### config.mk
export PLATFORM = sky130hd
export DESIGN_NAME = multicycle_control
export DESIGN_NICKNAME = d
export VERILOG_FILES = /design/src/rtl/mc_pkg.sv /design/src/rtl/mc_ctrl_decode.sv /design/src/rtl/multicycle_control.sv
export SDC_FILE = /design/constraint.sdc
export NUM_CORES = 1
export LEC_CHECK = 0
export ABC_AREA = 0
export CORE_MARGIN = 2
export CORE_UTILIZATION = 44
export CTS_CLUSTER_SIZE = 8
export DETAILED_ROUTE_END_ITERATION = 6
export PLACE_DENSITY = 0.84
export SLEW_MARGIN = 10
export SYNTH_ARGS = -nofsm -noshare
export SYNTH_HDL_FRONTEND = slang
export SYNTH_SLANG_ARGS = --single-unit
### constraint.sdc
create_clock -name clk -period 4.5 [get_ports clk]
set_clock_uncertainty 0.15 [all_clocks]
set_input_delay 0.9 -clock clk [delete_from_list [all_inputs] [get_ports clk]]
set_output_delay 0.9 -clock clk [all_outputs]
set_load 0.01 [all_outputs]
### src/rtl/mc_pkg.sv
// Shared definitions for the multicycle controller: state codes, opcodes,
// ALU operation codes, mux select encodings and the control word.
// Optional feature macro: MC_JAL_EN (adds the jal instruction).
package mc_pkg;

  localparam logic [3:0] FETCH    = 4'd0;
  localparam logic [3:0] DECODE   = 4'd1;
  localparam logic [3:0] MEM_ADDR = 4'd2;
  localparam logic [3:0] MEM_RD   = 4'd3;
  localparam logic [3:0] MEM_WB   = 4'd4;
  localparam logic [3:0] MEM_WR   = 4'd5;
  localparam logic [3:0] R_EXEC   = 4'd6;
  localparam logic [3:0] R_WB     = 4'd7;
  localparam logic [3:0] BRANCH   = 4'd8;
  localparam logic [3:0] I_EXEC   = 4'd9;
  localparam logic [3:0] I_WB     = 4'd10;
  localparam logic [3:0] JUMP     = 4'd11;
  localparam logic [3:0] JAL      = 4'd12;

  localparam logic [5:0] OP_RTYPE = 6'h00;
  localparam logic [5:0] OP_J     = 6'h02;
  localparam logic [5:0] OP_JAL   = 6'h03;
  localparam logic [5:0] OP_BEQ   = 6'h04;
  localparam logic [5:0] OP_BNE   = 6'h05;
  localparam logic [5:0] OP_ADDI  = 6'h08;
  localparam logic [5:0] OP_ANDI  = 6'h0C;
  localparam logic [5:0] OP_ORI   = 6'h0D;
  localparam logic [5:0] OP_LUI   = 6'h0F;
  localparam logic [5:0] OP_LW    = 6'h23;
  localparam logic [5:0] OP_SW    = 6'h2B;

  localparam logic [2:0] ALU_ADD   = 3'b000;
  localparam logic [2:0] ALU_SUB   = 3'b001;
  localparam logic [2:0] ALU_AND   = 3'b010;
  localparam logic [2:0] ALU_IADD  = 3'b100;
  localparam logic [2:0] ALU_OR    = 3'b101;
  localparam logic [2:0] ALU_LUI   = 3'b110;
  localparam logic [2:0] ALU_FUNCT = 3'b111;

  localparam logic [1:0] SRCB_B     = 2'b00;
  localparam logic [1:0] SRCB_FOUR  = 2'b01;
  localparam logic [1:0] SRCB_IMM   = 2'b10;
  localparam logic [1:0] SRCB_IMMSH = 2'b11;

  localparam logic [1:0] PCSRC_ALU    = 2'b00;
  localparam logic [1:0] PCSRC_ALUOUT = 2'b01;
  localparam logic [1:0] PCSRC_JUMP   = 2'b10;

  typedef struct packed {
    logic       pcWrite;
    logic       pcWriteCondEq;
    logic       pcWriteCondNe;
    logic       iOrD;
    logic       memRead;
    logic       memWrite;
    logic       irWrite;
    logic       regDst;
    logic       memToReg;
    logic       regWrite;
    logic       link;
    logic       aluSrcA;
    logic [1:0] aluSrcB;
    logic [2:0] aluOp;
    logic [1:0] pcSource;
    logic       illegalOp;
  } ctrlWord_t;

  // State entered after DECODE; FETCH marks an unsupported opcode.
  function automatic logic [3:0] decodeTarget(input logic [5:0] op);
    logic [3:0] target;
    case (op)
      OP_RTYPE:                         target = R_EXEC;
      OP_LW, OP_SW:                     target = MEM_ADDR;
      OP_BEQ, OP_BNE:                   target = BRANCH;
      OP_ADDI, OP_ANDI, OP_ORI, OP_LUI: target = I_EXEC;
      OP_J:                             target = JUMP;
`ifdef MC_JAL_EN
      OP_JAL:                           target = JAL;
`endif
      default:                          target = FETCH;
    endcase
    return target;
  endfunction

  function automatic logic isLegalOp(input logic [5:0] op);
    return decodeTarget(op) != FETCH;
  endfunction

  // ALU operation for immediate-format instructions, held through write-back.
  function automatic logic [2:0] iTypeAluOp(input logic [5:0] op);
    logic [2:0] code;
    case (op)
      OP_ANDI: code = ALU_AND;
      OP_ORI:  code = ALU_OR;
      OP_LUI:  code = ALU_LUI;
      default: code = ALU_IADD;
    endcase
    return code;
  endfunction

endpackage

### src/rtl/mc_ctrl_decode.sv
// Combinational control-word decode from the current state and opcode.
// Reset forces the whole word to zero so no strobe escapes during reset.
// Optional feature macro: MC_JAL_EN (JAL state drives the link write).
module mc_ctrl_decode
  import mc_pkg::*;
(
  input  logic       reset,
  input  logic [3:0] state,
  input  logic [5:0] op,
  input  logic       memReady,
  output ctrlWord_t  ctrl
);

  // Moore decode; only the FETCH IR/PC loads follow the memory acknowledge.
  always_comb begin
    ctrl = '0;
    if (!reset) begin
      case (state)
        FETCH: begin
          ctrl.memRead = 1'b1;
          ctrl.aluSrcB = SRCB_FOUR;
          ctrl.irWrite = memReady;
          ctrl.pcWrite = memReady;
        end
        DECODE: begin
          ctrl.aluSrcB   = SRCB_IMMSH;
          ctrl.illegalOp = !isLegalOp(op);
        end
        MEM_ADDR: begin
          ctrl.aluSrcA = 1'b1;
          ctrl.aluSrcB = SRCB_IMM;
          ctrl.aluOp   = ALU_ADD;
        end
        MEM_RD: begin
          ctrl.memRead = 1'b1;
          ctrl.iOrD    = 1'b1;
        end
        MEM_WB: begin
          ctrl.regWrite = 1'b1;
          ctrl.memToReg = 1'b1;
        end
        MEM_WR: begin
          ctrl.memWrite = 1'b1;
          ctrl.iOrD     = 1'b1;
        end
        R_EXEC: begin
          ctrl.aluSrcA = 1'b1;
          ctrl.aluSrcB = SRCB_B;
          ctrl.aluOp   = ALU_FUNCT;
        end
        R_WB: begin
          ctrl.regWrite = 1'b1;
          ctrl.regDst   = 1'b1;
        end
        BRANCH: begin
          ctrl.aluSrcA       = 1'b1;
          ctrl.aluSrcB       = SRCB_B;
          ctrl.aluOp         = ALU_SUB;
          ctrl.pcSource      = PCSRC_ALUOUT;
          ctrl.pcWriteCondEq = (op == OP_BEQ);
          ctrl.pcWriteCondNe = (op == OP_BNE);
        end
        I_EXEC: begin
          ctrl.aluSrcA = 1'b1;
          ctrl.aluSrcB = SRCB_IMM;
          ctrl.aluOp   = iTypeAluOp(op);
        end
        I_WB: begin
          ctrl.regWrite = 1'b1;
          ctrl.aluOp    = iTypeAluOp(op);
        end
        JUMP: begin
          ctrl.pcWrite  = 1'b1;
          ctrl.pcSource = PCSRC_JUMP;
        end
`ifdef MC_JAL_EN
        JAL: begin
          ctrl.pcWrite  = 1'b1;
          ctrl.pcSource = PCSRC_JUMP;
          ctrl.regWrite = 1'b1;
          ctrl.link     = 1'b1;
        end
`endif
        default: ;
      endcase
    end
  end

endmodule

### src/rtl/multicycle_control.sv
// Multicycle MIPS-style controller: state register and next-state logic;
// the control word comes from mc_ctrl_decode.
// Optional feature macro: MC_JAL_EN (jal support; without it link stays 0
// and opcode 0x03 is reported as illegal).
module multicycle_control
  import mc_pkg::*;
(
  input  logic       clk,
  input  logic       reset,
  input  logic [5:0] OP,
  input  logic       mem_ready,
  output logic       pc_write,
  output logic       pc_write_cond_eq,
  output logic       pc_write_cond_ne,
  output logic       i_or_d,
  output logic       mem_read,
  output logic       mem_write,
  output logic       ir_write,
  output logic       reg_dst,
  output logic       mem_to_reg,
  output logic       reg_write,
  output logic       link,
  output logic       alu_src_a,
  output logic [1:0] alu_src_b,
  output logic [2:0] ALUOp,
  output logic [1:0] pc_source,
  output logic       illegal_op,
  output logic [3:0] state
);

  logic [3:0] stateQ;
  logic [3:0] stateD;
  ctrlWord_t  ctrl;

  // Next state; mem_ready only matters in the three memory-wait states.
  always_comb begin
    stateD = stateQ;
    case (stateQ)
      FETCH:    if (mem_ready) stateD = DECODE;
      DECODE:   stateD = decodeTarget(OP);
      MEM_ADDR: stateD = (OP == OP_SW) ? MEM_WR : MEM_RD;
      MEM_RD:   if (mem_ready) stateD = MEM_WB;
      MEM_WR:   if (mem_ready) stateD = FETCH;
      R_EXEC:   stateD = R_WB;
      I_EXEC:   stateD = I_WB;
      default:  stateD = FETCH;
    endcase
  end

  // State register; reset abandons any instruction in flight.
  always_ff @(posedge clk) begin
    if (reset) stateQ <= FETCH;
    else       stateQ <= stateD;
  end

  mc_ctrl_decode uDecode (
    .reset    (reset),
    .state    (stateQ),
    .op       (OP),
    .memReady (mem_ready),
    .ctrl     (ctrl)
  );

  assign pc_write         = ctrl.pcWrite;
  assign pc_write_cond_eq = ctrl.pcWriteCondEq;
  assign pc_write_cond_ne = ctrl.pcWriteCondNe;
  assign i_or_d           = ctrl.iOrD;
  assign mem_read         = ctrl.memRead;
  assign mem_write        = ctrl.memWrite;
  assign ir_write         = ctrl.irWrite;
  assign reg_dst          = ctrl.regDst;
  assign mem_to_reg       = ctrl.memToReg;
  assign reg_write        = ctrl.regWrite;
  assign link             = ctrl.link;
  assign alu_src_a        = ctrl.aluSrcA;
  assign alu_src_b        = ctrl.aluSrcB;
  assign ALUOp            = ctrl.aluOp;
  assign pc_source        = ctrl.pcSource;
  assign illegal_op       = ctrl.illegalOp;
  // Debug state reads zero while reset is held, like every other output.
  assign state            = reset ? FETCH : stateQ;

endmodule
==> results of run 1 <==
## worst max-delay path, stage by stage
cell and delay, ns:
clkdlybuf4s50_1 0.67, nand2_1 0.12, nor4_1 0.35, a21oi_1 0.14
nor2_1 0.10, clkdlybuf4s50_1 0.53
## report_power, final
part           switching, mW  internal, mW
logic                 0.0249        0.0261
clock network         0.0158        0.0299
registers            0.00417        0.0366
## per-stage QoR
| step | worst slack [ns] | cell area, sq um | cells |
|---|---|---|---|
| floorplan | 1.63 | 743 | 99 |
| CTS | 0.658 | 1020 | 139 |
| detailed placement | 0.671 | 998 | 136 |
| global placement | 0.669 | 998 | 136 |
| global route | 0.516 | 1020 | 139 |
| finish | 0.643 | 1020 | 139 |
## cells in the mapped netlist, types with 2 or more instances
cell and number:
nand4b_1 2, nor3_1 4, nand3_1 2, o22a_1 2, dfxtp_1 4, inv_1 2, nor2_1 13, a21oi_1 7
nor4_2 2, buf_6 3, nor4_1 2, nand2b_1 3, buf_2 3, o21ai_0 2, nor3b_2 2, buf_4 4
nor2b_1 4, nand2b_4 2, nand2_1 7, or2_1 2, a21bo_2 2
## routing by layer
metal	up-vias	GRT usage, %	part of all wire (%)
li1	405	-	-
met1	375	26.4	45
met2	29	36.3	48
met3	2	1.20	5.6
met4	0	3.53	0.63
met5	-	0	0
## path summary, 6_finish.rpt
check                 start   endpoint  slack, ns  cells past startpoint
hold / removal    stateQ[3]  stateQ[3]       0.60                      2
setup reg to reg  stateQ[1]  stateQ[2]       2.74                      4
setup / recovery      OP[3]   ALUOp[0]       0.64                      6
hold reg to reg   stateQ[3]  stateQ[3]       0.60                      2
## layout make-up
type | count | area [sq um]
tap | 16 | 20.0
fill | 145 | 520
inverter | 2 | 7.51
sequential | 4 | 80.1
multi-input combinational | 82 | 573
timing repair buffer | 32 | 318
clock buffer | 3 | 22.5
## kinds of logic after synthesis
group | count (synthesis) | synth area share (%)
xor gates and xnor gates | 2 | 2.36
buffers and inverters | 13 | 12.1
DFF | 4 | 10.8
AOI/OAI and AO/OA | 24 | 24.6
other | 1 | 0.505
and+or+nand+nor | 54 | 48.2
muxes | 1 | 1.52
==> qor.txt, run 1 <==
status = finished, final reports clean
gpl congestion = 0.803
final worst path period need = 3.86 ns
register with the highest flop count = stateQ
vias = 811
largest net degree at the start of global routing = 18
Core Footprint = 1540 sq um
Setup Total Neg Slack = 0 ns
CTS max path bufs = 2
total power = 0.137 mW
first-pass GRT wire length = 3110 microns
Final setup viols = 0
area grow syn2layout = 37.4%
share of the synthesized area in the top cell type = 10.8%
vias per cell = 5.83
fmax = 259 MHz
nets = 134
HPWL Detailed = 1480 microns
WHS = 0.596 ns
most common flop cell mapped by yosys = dfxtp_1
WS Path Type = input port to primary output
PwrDens = 135 nW/um^2
worst IR drop on VDD = 177 uV
CTS sink cnt = 4
flop and latch count out of synthesis = 4
drt wl/cell = 13.7 microns
iteration-0 DRC count of the detailed router = 20
Pleak = 0.346 nW
worst hold path type = flop to flop
Cell variety after synth = 46
Worst-Skew Late Latency = 0.24 ns
max FFs per register = 4
antenna-violating nets left = 0
critical path peak fanout = 8
slew of the pin with the lowest slew margin = 0.630 ns
# resized after CTS = 0
register area share after synthesis = 10.8%
Clock H-tree levels = 1
Die Ht = 45.1 microns
Syn Inst Count = 99
# rows = 14
endpoints failing hold = 0
CP Capture Type = primary output
Async SR Flop Fraction = 0%
crit path launch type = input port
area leader, netlist = dfxtp_1
RSZ-0062 raised after global routing = no
GRT Total Usage = 20.1%
Final Util = 66.2%
Tcrit/Tclk final = 85.7%
vias in the first global route = 686
Hold-fix buffers, CTS = 0
Worst Path Required = 3.45 ns
Slew Limit Headroom = 57.9%
total die area = 2030 sq um
Ys Warns = 0
setup bufs post-CTS = 0
Antenna Cells = 0
Post-synth EDFFs = 0
DRC Markers = 0
most frequent cells in the layout = 31 x clkdlybuf4s50_1, 13 x nor2_1, 7 x nand2_1, 7 x a21oi_1
root buffer cell = clkbuf_4
TritonRoute pass-1 iters = 4
top cells by area, synth = dfxtp_1 11%, nor2_1 6.6%, a21oi_1 4.7%
critical path arrival = 2.81 ns
biggest regs = stateQ: 4 flops
layout cells sized above 1 = 15.4%
Pins Over Slew Limit = 0
# port buffers = 31
syn avg cell area = 7.51 sq um
Mapped Area = 743 sq um
Mapped Nets = 108
I/O pin total = 33
Die Span X = 45.1 microns
clock buffer count from CTS = 3
CTS tree = built
Initial Util = 48.2%
GRT overflow = 0
initial antenna violation count = 0
most common cell after layout, fill and taps aside = clkdlybuf4s50_1
max_cap viols = 0
Clock Pin Slew Worst Setup and Hold Paths = 0.04 ns
Total Wirelength = 1900 microns
Power figures use the tool's default switching activity.
==> inputs of run 2 (changes only) <==
--- a/config.mk
+++ b/config.mk
@@ -6,11 +6,14 @@
 export NUM_CORES = 1
 export LEC_CHECK = 0
 export ABC_AREA = 0
+export CELL_PAD_IN_SITES_DETAIL_PLACEMENT = 1
+export CELL_PAD_IN_SITES_GLOBAL_PLACEMENT = 2
+export CORE_ASPECT_RATIO = 1.75
 export CORE_MARGIN = 2
-export CORE_UTILIZATION = 44
+export CORE_UTILIZATION = 22
 export CTS_CLUSTER_SIZE = 8
 export DETAILED_ROUTE_END_ITERATION = 6
-export PLACE_DENSITY = 0.84
+export PLACE_DENSITY_LB_ADDON = 0.1
 export SLEW_MARGIN = 10
 export SYNTH_ARGS = -nofsm -noshare
 export SYNTH_HDL_FRONTEND = slang
==> constraint.sdc (replaced) <==
create_clock -name clk -period 3.9 [get_ports clk]
set_clock_uncertainty 0.15 [all_clocks]
set_input_delay 0.78 -clock clk [delete_from_list [all_inputs] [get_ports clk]]
set_output_delay 0.78 -clock clk [all_outputs]
set_load 0.01 [all_outputs]
==> qor.txt, run 2 (synthesis gave the netlist of run 1 again) <==
status = finished, final reports clean
max_cap viols = 0
Clock Pin Slew Worst Setup and Hold Paths = 0.03 ns
vias per cell = 4.77
Hold-fix buffers, CTS = 0
register with the highest flop count = stateQ
P_int = 0.139 mW
worst r2r src = stateQ[1]
Die Span X = 47.9 microns
Final Non-Filler Cells = 170
PwrDens = 176 nW/um^2
setup bufs post-CTS = 0
Clock H-tree levels = 1
root buffer cell = clkbuf_8
worst IR drop on VDD = 171 uV
sequential share of power = 24.7%
critical path arrival = 2.70 ns
# port buffers = 31
CTS max path bufs = 2
HPWL Detailed = 1860 microns
Setup Total Neg Slack = 0 ns
Pleak = 0.363 nW
worst hold path type = flop to flop
drt wl/cell = 13.6 microns
number of cells after detailed placement = 167
first-pass GRT wire length = 3820 microns
CTS sink cnt = 4
Die Ht = 80.9 microns
Antenna Cells = 0
slew of the pin with the lowest slew margin = 0.689 ns
area grow syn2layout = 46.8%
Sw Ratio = 27.4%
Storage cell area = 80.1 sq um
final worst path period need = 3.63 ns
Clk pwr share = 44.0%
clock buffer count from CTS = 3
largest net degree at the start of global routing = 18
max FFs per register = 4
GRT Total Usage = 13.1%
Pins Over Slew Limit = 0
Worst-Skew Late Latency = 0.21 ns
Total Wirelength = 2310 microns
CP Capture Type = primary output
vias in the first global route = 788
TritonRoute pass-1 iters = 2
# resized after CTS = 0
area occupied by multi-input gates = 573 sq um
P_sw = 0.0527 mW
Final setup viols = 0
RSZ-0062 raised after global routing = no
CTS tree = built
nets = 136
most frequent cells in the layout = 31 x clkdlybuf4s50_1, 13 x nor2_1, 7 x nand2_1, 7 x a21oi_1
Tcrit/Tclk final = 93.1%
# rows = 28
critical path peak fanout = 6
Core Footprint = 3290 sq um
initial antenna violation count = 0
endpoints failing hold = 0
layout cells sized above 1 = 16.8%
total die area = 3880 sq um
biggest regs = stateQ: 4 flops
fmax = 275 MHz
iteration-0 DRC count of the detailed router = 3
hold path start = stateQ[3]
fillcell total = 436
vias = 811
gpl congestion = 0.684
share of power burned in combinational logic = 31.2%
I/O pin total = 33
DRC Markers = 0
Slew Limit Headroom = 54.0%
GRT overflow = 0
WS Path Type = input port to primary output
crit path launch type = input port
Initial Util = 22.6%
antenna-violating nets left = 0
Crit. Startpoint = OP[1]
most common cell after layout, fill and taps aside = clkdlybuf4s50_1
Worst Path Required = 2.97 ns
==> run 2: per-layer routing <==
| metal | vias to the layer above | GRT usage [%] | share of wire, % |
|---|---|---|---|
| met5 | - | 0 | 0 |
| met4 | 0 | 3.24 | 0 |
| met3 | 0 | 1.78 | 4.1 |
| met2 | 20 | 22.7 | 54 |
| met1 | 379 | 16.3 | 42 |
| li1 | 412 | - | - |
==> run 2: final cells by class <==
type	count	share of cell area [%]
clock buffer	3	3.78
inverter	2	0.688
multi-input combinational	82	52.5
sequential	4	7.34
tap	45	5.16
timing repair buffer	34	30.5
==> run 2: stage by stage <==
stage | hold slack, ns | worst slack [ns] | util [%] | power (mW) | instance area, sq um
after CTS | 0.598 | 0.226 | 33.1 | 0.195 | 1090
after floorplan | 0.396 | 1.27 | - | 0.0843 | 743
after detailed placement | 0.595 | 0.238 | 31.9 | 0.109 | 1050
final | 0.584 | 0.268 | 33.1 | 0.192 | 1090
after global placement | 0.590 | 0.252 | 31.9 | 0.108 | 1050
after global routing | 0.638 | 0.155 | 33.1 | 0.204 | 1090
==> run 2: final timing paths <==
kind,slack (ns),depth (start not counted),endpoint
worst max register to register,2.07,4,stateQ[2]
worst max-delay path,0.27,6,illegal_op
worst min register to register,0.58,2,stateQ[3]
worst min-delay path,0.58,2,stateQ[3]
==> run 2: worst max-delay path: stages <==
cell	delay [ns]
clkdlybuf4s50_1	0.62
and2b_2	0.26
o311ai_2	0.28
nand2_1	0.09
nor2_1	0.12
clkdlybuf4s50_1	0.55
==> run 2: power by group through the flow <==
stage / combinational (mW) / sequential, mW / clock (mW)
after CTS: 0.0608 / 0.0476 / 0.0871
after floorplan: 0.0402 / 0.0441 / 0
final: 0.0600 / 0.0475 / 0.0846
after global placement: 0.0601 / 0.0480 / 0
after global routing: 0.0662 / 0.0480 / 0.0897
after detailed placement: 0.0606 / 0.0481 / 0
